==> src/rtl/uart_pkg.sv <==
// Shared definitions for the UART transmit arbiter: arbiter FSM states and byte/guard sizing.
package uart_pkg;

  localparam int UART_BYTE_W        = 8;
  localparam int UART_GUARD_DEFAULT = 2;

  typedef enum logic [1:0] {
    ST_IDLE = 2'd0,
    ST_LOAD = 2'd1,
    ST_SEND = 2'd2,
    ST_HOLD = 2'd3
  } uart_state_t;

endpackage

==> src/rtl/uart_tx_arbiter_rr_pick.sv <==
// Rotating-priority picker: one-hot grant to the first requester at or after ptr, wrapping modulo N.
module rr_pick
  import uart_pkg::*;
#(
  parameter int N = 4
) (
  input  logic [N-1:0]         req,
  input  logic [$clog2(N)-1:0] ptr,
  output logic [N-1:0]         gnt,
  output logic                 any
);

  localparam int PW = $clog2(N);

  logic [PW-1:0] w_idx;
  logic          w_found;

  always_comb begin
    gnt     = '0;
    w_found = 1'b0;
    w_idx   = '0;
    for (int k = 0; k < N; k++) begin
      w_idx = PW'((int'(ptr) + k) % N);
      if (!w_found && req[w_idx]) begin
        gnt[w_idx] = 1'b1;
        w_found    = 1'b1;
      end
    end
  end

  assign any = w_found;

endmodule

==> src/rtl/uart_tx_arbiter.sv <==
// Message-granular round-robin arbiter sharing one uarttx serializer among N byte-stream requesters.
// Handshakes: a byte moves on a rising edge where valid and ready are both high; the source holds it stable until then.
module uart_tx_arbiter
  import uart_pkg::*;
#(
  parameter int N     = 4,
  parameter int GUARD = UART_GUARD_DEFAULT
) (
  input  logic                       clk,
  input  logic                       rst,
  input  logic [N*UART_BYTE_W-1:0]   req__data,
  input  logic [N-1:0]               req__valid,
  input  logic [N-1:0]               req__last,
  output logic [N-1:0]               req__ready,
  output logic [UART_BYTE_W-1:0]     tx__data,
  output logic                       tx__valid,
  input  logic                       tx__ready,
  output logic [N-1:0]               grant,
  output logic                       busy,
  output uart_state_t                o_dbg_state,
  output logic [$clog2(N)-1:0]       o_dbg_ptr
);

  localparam int PW = $clog2(N);
  localparam int GW = $clog2(GUARD + 1);

  uart_state_t            r_state, w_state_nxt;
  logic [PW-1:0]          r_ptr, w_ptr_nxt;
  logic [N-1:0]           r_grant, w_grant_nxt;
  logic                   r_tx_valid, w_tx_valid_nxt;
  logic [UART_BYTE_W-1:0] r_tx_data, w_tx_data_nxt;
  logic                   r_hold_last, w_hold_last_nxt;
  logic [GW-1:0]          r_guard, w_guard_nxt;
  logic                   r_busy;

  logic [N-1:0]           w_pick_gnt;
  logic                   w_pick_any;
  logic [UART_BYTE_W-1:0] w_sel_data;
  logic                   w_sel_last;
  logic [PW-1:0]          w_gidx;
  logic                   w_sel_valid;

  rr_pick #(.N(N)) u_pick (
    .req (req__valid),
    .ptr (r_ptr),
    .gnt (w_pick_gnt),
    .any (w_pick_any)
  );

  // Mux the owner's byte, last flag and index out of the flat request bus.
  always_comb begin
    w_sel_data = '0;
    w_sel_last = 1'b0;
    w_gidx     = '0;
    for (int i = 0; i < N; i++) begin
      if (r_grant[i]) begin
        w_sel_data = req__data[i*UART_BYTE_W +: UART_BYTE_W];
        w_sel_last = req__last[i];
        w_gidx     = PW'(i);
      end
    end
  end

  assign w_sel_valid = |(req__valid & r_grant);

  always_comb begin
    w_state_nxt     = r_state;
    w_ptr_nxt       = r_ptr;
    w_grant_nxt     = r_grant;
    w_tx_valid_nxt  = r_tx_valid;
    w_tx_data_nxt   = r_tx_data;
    w_hold_last_nxt = r_hold_last;
    w_guard_nxt     = r_guard;
    case (r_state)
      ST_IDLE: begin
        if (w_pick_any) begin
          w_grant_nxt = w_pick_gnt;
          w_state_nxt = ST_LOAD;
        end
      end
      ST_LOAD: begin
        if (w_sel_valid) begin
          w_tx_data_nxt   = w_sel_data;
          w_hold_last_nxt = w_sel_last;
          w_tx_valid_nxt  = 1'b1;
          w_state_nxt     = ST_SEND;
        end
      end
      ST_SEND: begin
        if (tx__ready) begin
          w_tx_valid_nxt = 1'b0;
          w_guard_nxt    = GW'(GUARD);
          w_state_nxt    = ST_HOLD;
        end
      end
      ST_HOLD: begin
        // The serializer's ready lingers one cycle past an accept, so it is not looked at here.
        w_guard_nxt = r_guard - GW'(1);
        if (r_guard <= GW'(1)) begin
          if (r_hold_last) begin
            w_ptr_nxt   = (w_gidx == PW'(N - 1)) ? '0 : w_gidx + PW'(1);
            w_grant_nxt = '0;
            w_state_nxt = ST_IDLE;
          end else begin
            w_state_nxt = ST_LOAD;
          end
        end
      end
      default: w_state_nxt = ST_IDLE;
    endcase
  end

  always_ff @(posedge clk or negedge rst) begin
    if (!rst) begin
      r_state     <= ST_IDLE;
      r_ptr       <= '0;
      r_grant     <= '0;
      r_tx_valid  <= 1'b0;
      r_tx_data   <= '0;
      r_hold_last <= 1'b0;
      r_guard     <= '0;
      r_busy      <= 1'b0;
    end else begin
      r_state     <= w_state_nxt;
      r_ptr       <= w_ptr_nxt;
      r_grant     <= w_grant_nxt;
      r_tx_valid  <= w_tx_valid_nxt;
      r_tx_data   <= w_tx_data_nxt;
      r_hold_last <= w_hold_last_nxt;
      r_guard     <= w_guard_nxt;
      r_busy      <= (w_state_nxt != ST_IDLE);
    end
  end

  assign req__ready  = (r_state == ST_LOAD) ? r_grant : '0;
  assign tx__data    = r_tx_data;
  assign tx__valid   = r_tx_valid;
  assign grant       = r_grant;
  assign busy        = r_busy;
  assign o_dbg_state = r_state;
  assign o_dbg_ptr   = r_ptr;

endmodule

==> config.mk <==
export PLATFORM = sky130hd
export DESIGN_NAME = uart_tx_arbiter
export DESIGN_NICKNAME = d
export VERILOG_FILES = /design/src/rtl/uart_pkg.sv /design/src/rtl/uart_tx_arbiter_rr_pick.sv /design/src/rtl/uart_tx_arbiter.sv
export SDC_FILE = /design/constraint.sdc
export NUM_CORES = 1
export LEC_CHECK = 0
export CORE_ASPECT_RATIO = 0.6
export CORE_MARGIN = 4
export CORE_UTILIZATION = 30
export CTS_CLUSTER_DIAMETER = 150
export DETAILED_ROUTE_END_ITERATION = 10
export HOLD_SLACK_MARGIN = 0.06
export PLACE_DENSITY = 0.56
export SETUP_SLACK_MARGIN = 0.1
export SYNTH_ARGS = -nofsm -noshare
export SYNTH_HDL_FRONTEND = slang
export SYNTH_SLANG_ARGS = --single-unit
==> constraint.sdc <==
create_clock -name clk -period 2.9 [get_ports clk]
set_clock_uncertainty 0.05 [all_clocks]
set_input_delay 0.29 -clock clk [delete_from_list [all_inputs] [get_ports clk]]
set_output_delay 0.29 -clock clk [all_outputs]
set_load 0.05 [all_outputs]
==> qor.txt <==
Top layer in use: met4
Initial Utilization: 0.321
Antenna Cells: 0
Synth area leaders: dfrtp_1 (31%), ha_1 (5.9%), nand2_1 (5.1%)
Register Area: 527 um2
Final setup vio count: 0
H-tree depth: 1
Routed len/inst: 16.7 um
Critical R2R Capture: grant[3]$_DFFE_PN0P_
Post-route ant nets: 0
Distinct cells, synth: 43
GRT Util Overall: 0.152
Crit share post-route: 0.833
1st-iter DRT viols: 125
Relative slew margins: 0.506
Placer Congestion: 0.854
Via Count: 1745
Pwr/cell area: 1020 mW/mm2
CTS Hold Bufs: 0
Clk Latency, worst-skew pair: 260 ps
Worst-path fanout max: 10
M1 WL: 2790 um
LEAKAGE: 0.000956 uW
Syn Std Cell Area: 0.00169 mm2
Vias per cell: 5.47
Area of the multi-input gates: 0.00103 mm2
Syn Inst Count: 191
Grt ovf: 0
# DRC: 0
Syn_area_per_cell: 8.82 um2
WP data required: 2560 ps
Synth-to-Final Area Change: 44.7%
Worst r2r src: o_dbg_ptr[1]$_DFFE_PN0P_
Crit path from: o_dbg_state[0]$_DFF_PN0_
Top-Level Pins: 65
FILL cells: 525
CTS tree: done
Clock root buffer: clkbuf_8
Reg2Reg Depth: 6
Cell Rows: 20
Routed wl met2: 2010 um
DIE HEIGHT: 66.1 um
CP arrival: 2080 ps
Worst setup path endpoint: req__ready[3]
Setup crit end kind: primary output
Area of the core: 0.00526 mm2
Syn_nets: 242
Critical Path, Cell by Cell: nor2b_1, and2_1, clkdlybuf4s50_1
Achievable Freq: 414 MHz
Post-CTS setup buffer count: 0
Peak VDD IR: 0.383 mV
Pin slew with the least headroom to its limit: 739 ps
Resized cells post-CTS: 0
Slowest stage delay, CP: 810 ps
Detailed placement HPWL: 4180 um
CP max-delay cell: clkdlybuf4s50_1
First-pass GRT wire length: 8430 um
First drt pass iteration count: 5
Placement Setup Slack: 459 ps
Critical Path Source Type: flip-flop
Number of cells on the critical path: 3
Final Max Slew Viols: 0
Status: finished, final reports clean
Fin cells: 319
Sequential share of the synthesized area: 0.312
Reg2Reg Setup Slack: 590 ps
Most area-hungry cell type in the Yosys netlist: dfrtp_1
CTS buffer count: 3
Die Wd: 105 um
Synthesized flop and latch total: 21
Critical path class: flip-flop to primary output
Antenna violations before repair: 0
Fin crit period: 2420 ps
Deepest clock path buffer count: 2
Metal3 WL: 505 um
MaxCap Viol Count: 0
Share of layout cells above drive strength 1: 0.0791
PortBufs: 64
RSZ-0062 raised after global routing: no
Min setup slack post-route: 484 ps
CTS Sinks: 21
Die Area: 0.00692 mm2
Final hold slack: 417 ps
Reg clk slew, reported paths: 80 ps
Vias in the first global route: 1610
Largest net degree at the start of global routing: 22
Setup tns final: 0 ps
Layout Nets: 305
Top cell type's share of synthesized area: 0.312
DRT Wirelength: 5310 um
Final Hold Viols: 0
Placed cells: 315
Syn. warnings: 0
Buf+Inv Stages, Crit Path: 1
Hold Path Class: input port to async pin
CP top delay family: buffers and inverters
## cell families (layout without fill, tap and decap cells)
kind of cell | Yosys count | after routing | share of synthesized area
AOI/OAI and AO/OA | 65 | 65 | 0.305
and+or+nand+nor | 63 | 63 | 0.199
buffers and inverters | 27 | 89 | 0.0742
DFF | 21 | 21 | 0.312
adders and majority gates | 8 | 8 | 0.0594
muxes | 7 | 7 | 0.0505
## cells in the mapped netlist
master and number:
a22oi_2 1, or4b_1 1, mux4_2 1, or4_4 1
a21o_1 2, a222oi_1 4, a211o_1 9, nor2_1 13
a22oi_1 2, nand4b_1 1, ha_1 8, dfrtp_1 21
nand3b_1 3, buf_2 3, clkbuf_1 7, a31oi_1 13
a32o_1 1, a221oi_1 9, or4bb_1 1, a2111oi_2 1
and3_1 1, or3b_1 2, mux2_2 2, o22ai_1 1
nand3_1 2, buf_6 1, and4_1 4, nand2b_1 1
o31ai_1 3, buf_4 2, o21ai_0 7, a31o_2 1
dlygate4sd1_1 1, and2_1 5, nor2b_1 4, a2111oi_4 1
a41oi_1 4, a21oi_1 5, inv_1 13, nand2_1 23
mux2i_1 4, nor3_1 1, a21boi_1 1
## routing by layer
metal / global-route usage / up-vias
li1: - / 848
met1: 0.233 / 829
met2: 0.201 / 66
met3: 0.0644 / 2
met4: 0.00982 / 0
met5: 0 / -
## flip-flops by register name (all words and copies together) (netlist names)
name,count
o_dbg_state,2
busy,1
tx__data,8
o_dbg_ptr,2
r_guard,2
tx__valid,1
grant,4
r_hold_last,1
## layout make-up
cell class	count	share of cell area
multi-input cells	143	0.424
flip-flops and latches	21	0.216
inverters	13	0.0200
repair buffers	72	0.287
well taps	66	0.0339
clock buffers	4	0.0185
## through the flow
stage | instance area [um2] | util | power (uW)
after global routing | 2440 | 0.464 | 2670
after global placement | 2390 | 0.455 | 2310
final | 2440 | 0.464 | 2490
after floorplan | 1690 | - | 1750
after CTS | 2440 | 0.464 | 2490
after detailed placement | 2390 | 0.455 | 2290
## worst min-delay path by stage
stage	from	endpoint	slack (ps)	cells past startpoint
after global placement	tx__valid$_DFFE_PN0P_	tx__valid$_DFFE_PN0P_	410	1
after floorplan	rst	busy$_DFF_PN0_	-60	0
after CTS	tx__valid$_DFFE_PN0P_	tx__valid$_DFFE_PN0P_	430	1
after global routing	tx__valid$_DFFE_PN0P_	tx__valid$_DFFE_PN0P_	470	1
final	rst	grant[3]$_DFFE_PN0P_	420	1
after detailed placement	tx__valid$_DFFE_PN0P_	tx__valid$_DFFE_PN0P_	420	1
## report_power, final
part,leakage [uW],switching (uW),internal [uW]
Combinational,0.000682,1070,669
Clock,0.0000228,92.2,97.7
Sequential,0.000252,127,429
Total,0.000956,1290,1200
## cells in the final DEF, fill, tap and decap left out, drive strengths merged, types with 2 or more instances in the layout
cell           Yosys  routed
clkdlybuf4s50      0      64
nand2             23      23
dfrtp             21      21
inv               13      13
nor2              13      13
a31oi             13      13
a221oi             9       9
a211o              9       9
ha                 8       8
buf                6       8
o21ai              7       7
and2               5       5
a21oi              5       5
nor2b              4       4
mux2i              4       4
a222oi             4       4
and4               4       4
a41oi              4       4
clkbuf             7       4
o31ai              3       3
nand3b             3       3
a22oi              3       3
a21o               2       2
nand3              2       2
mux2               2       2
or3b               2       2
a2111oi            2       2
No activity file was read; power rests on OpenSTA's default activity.
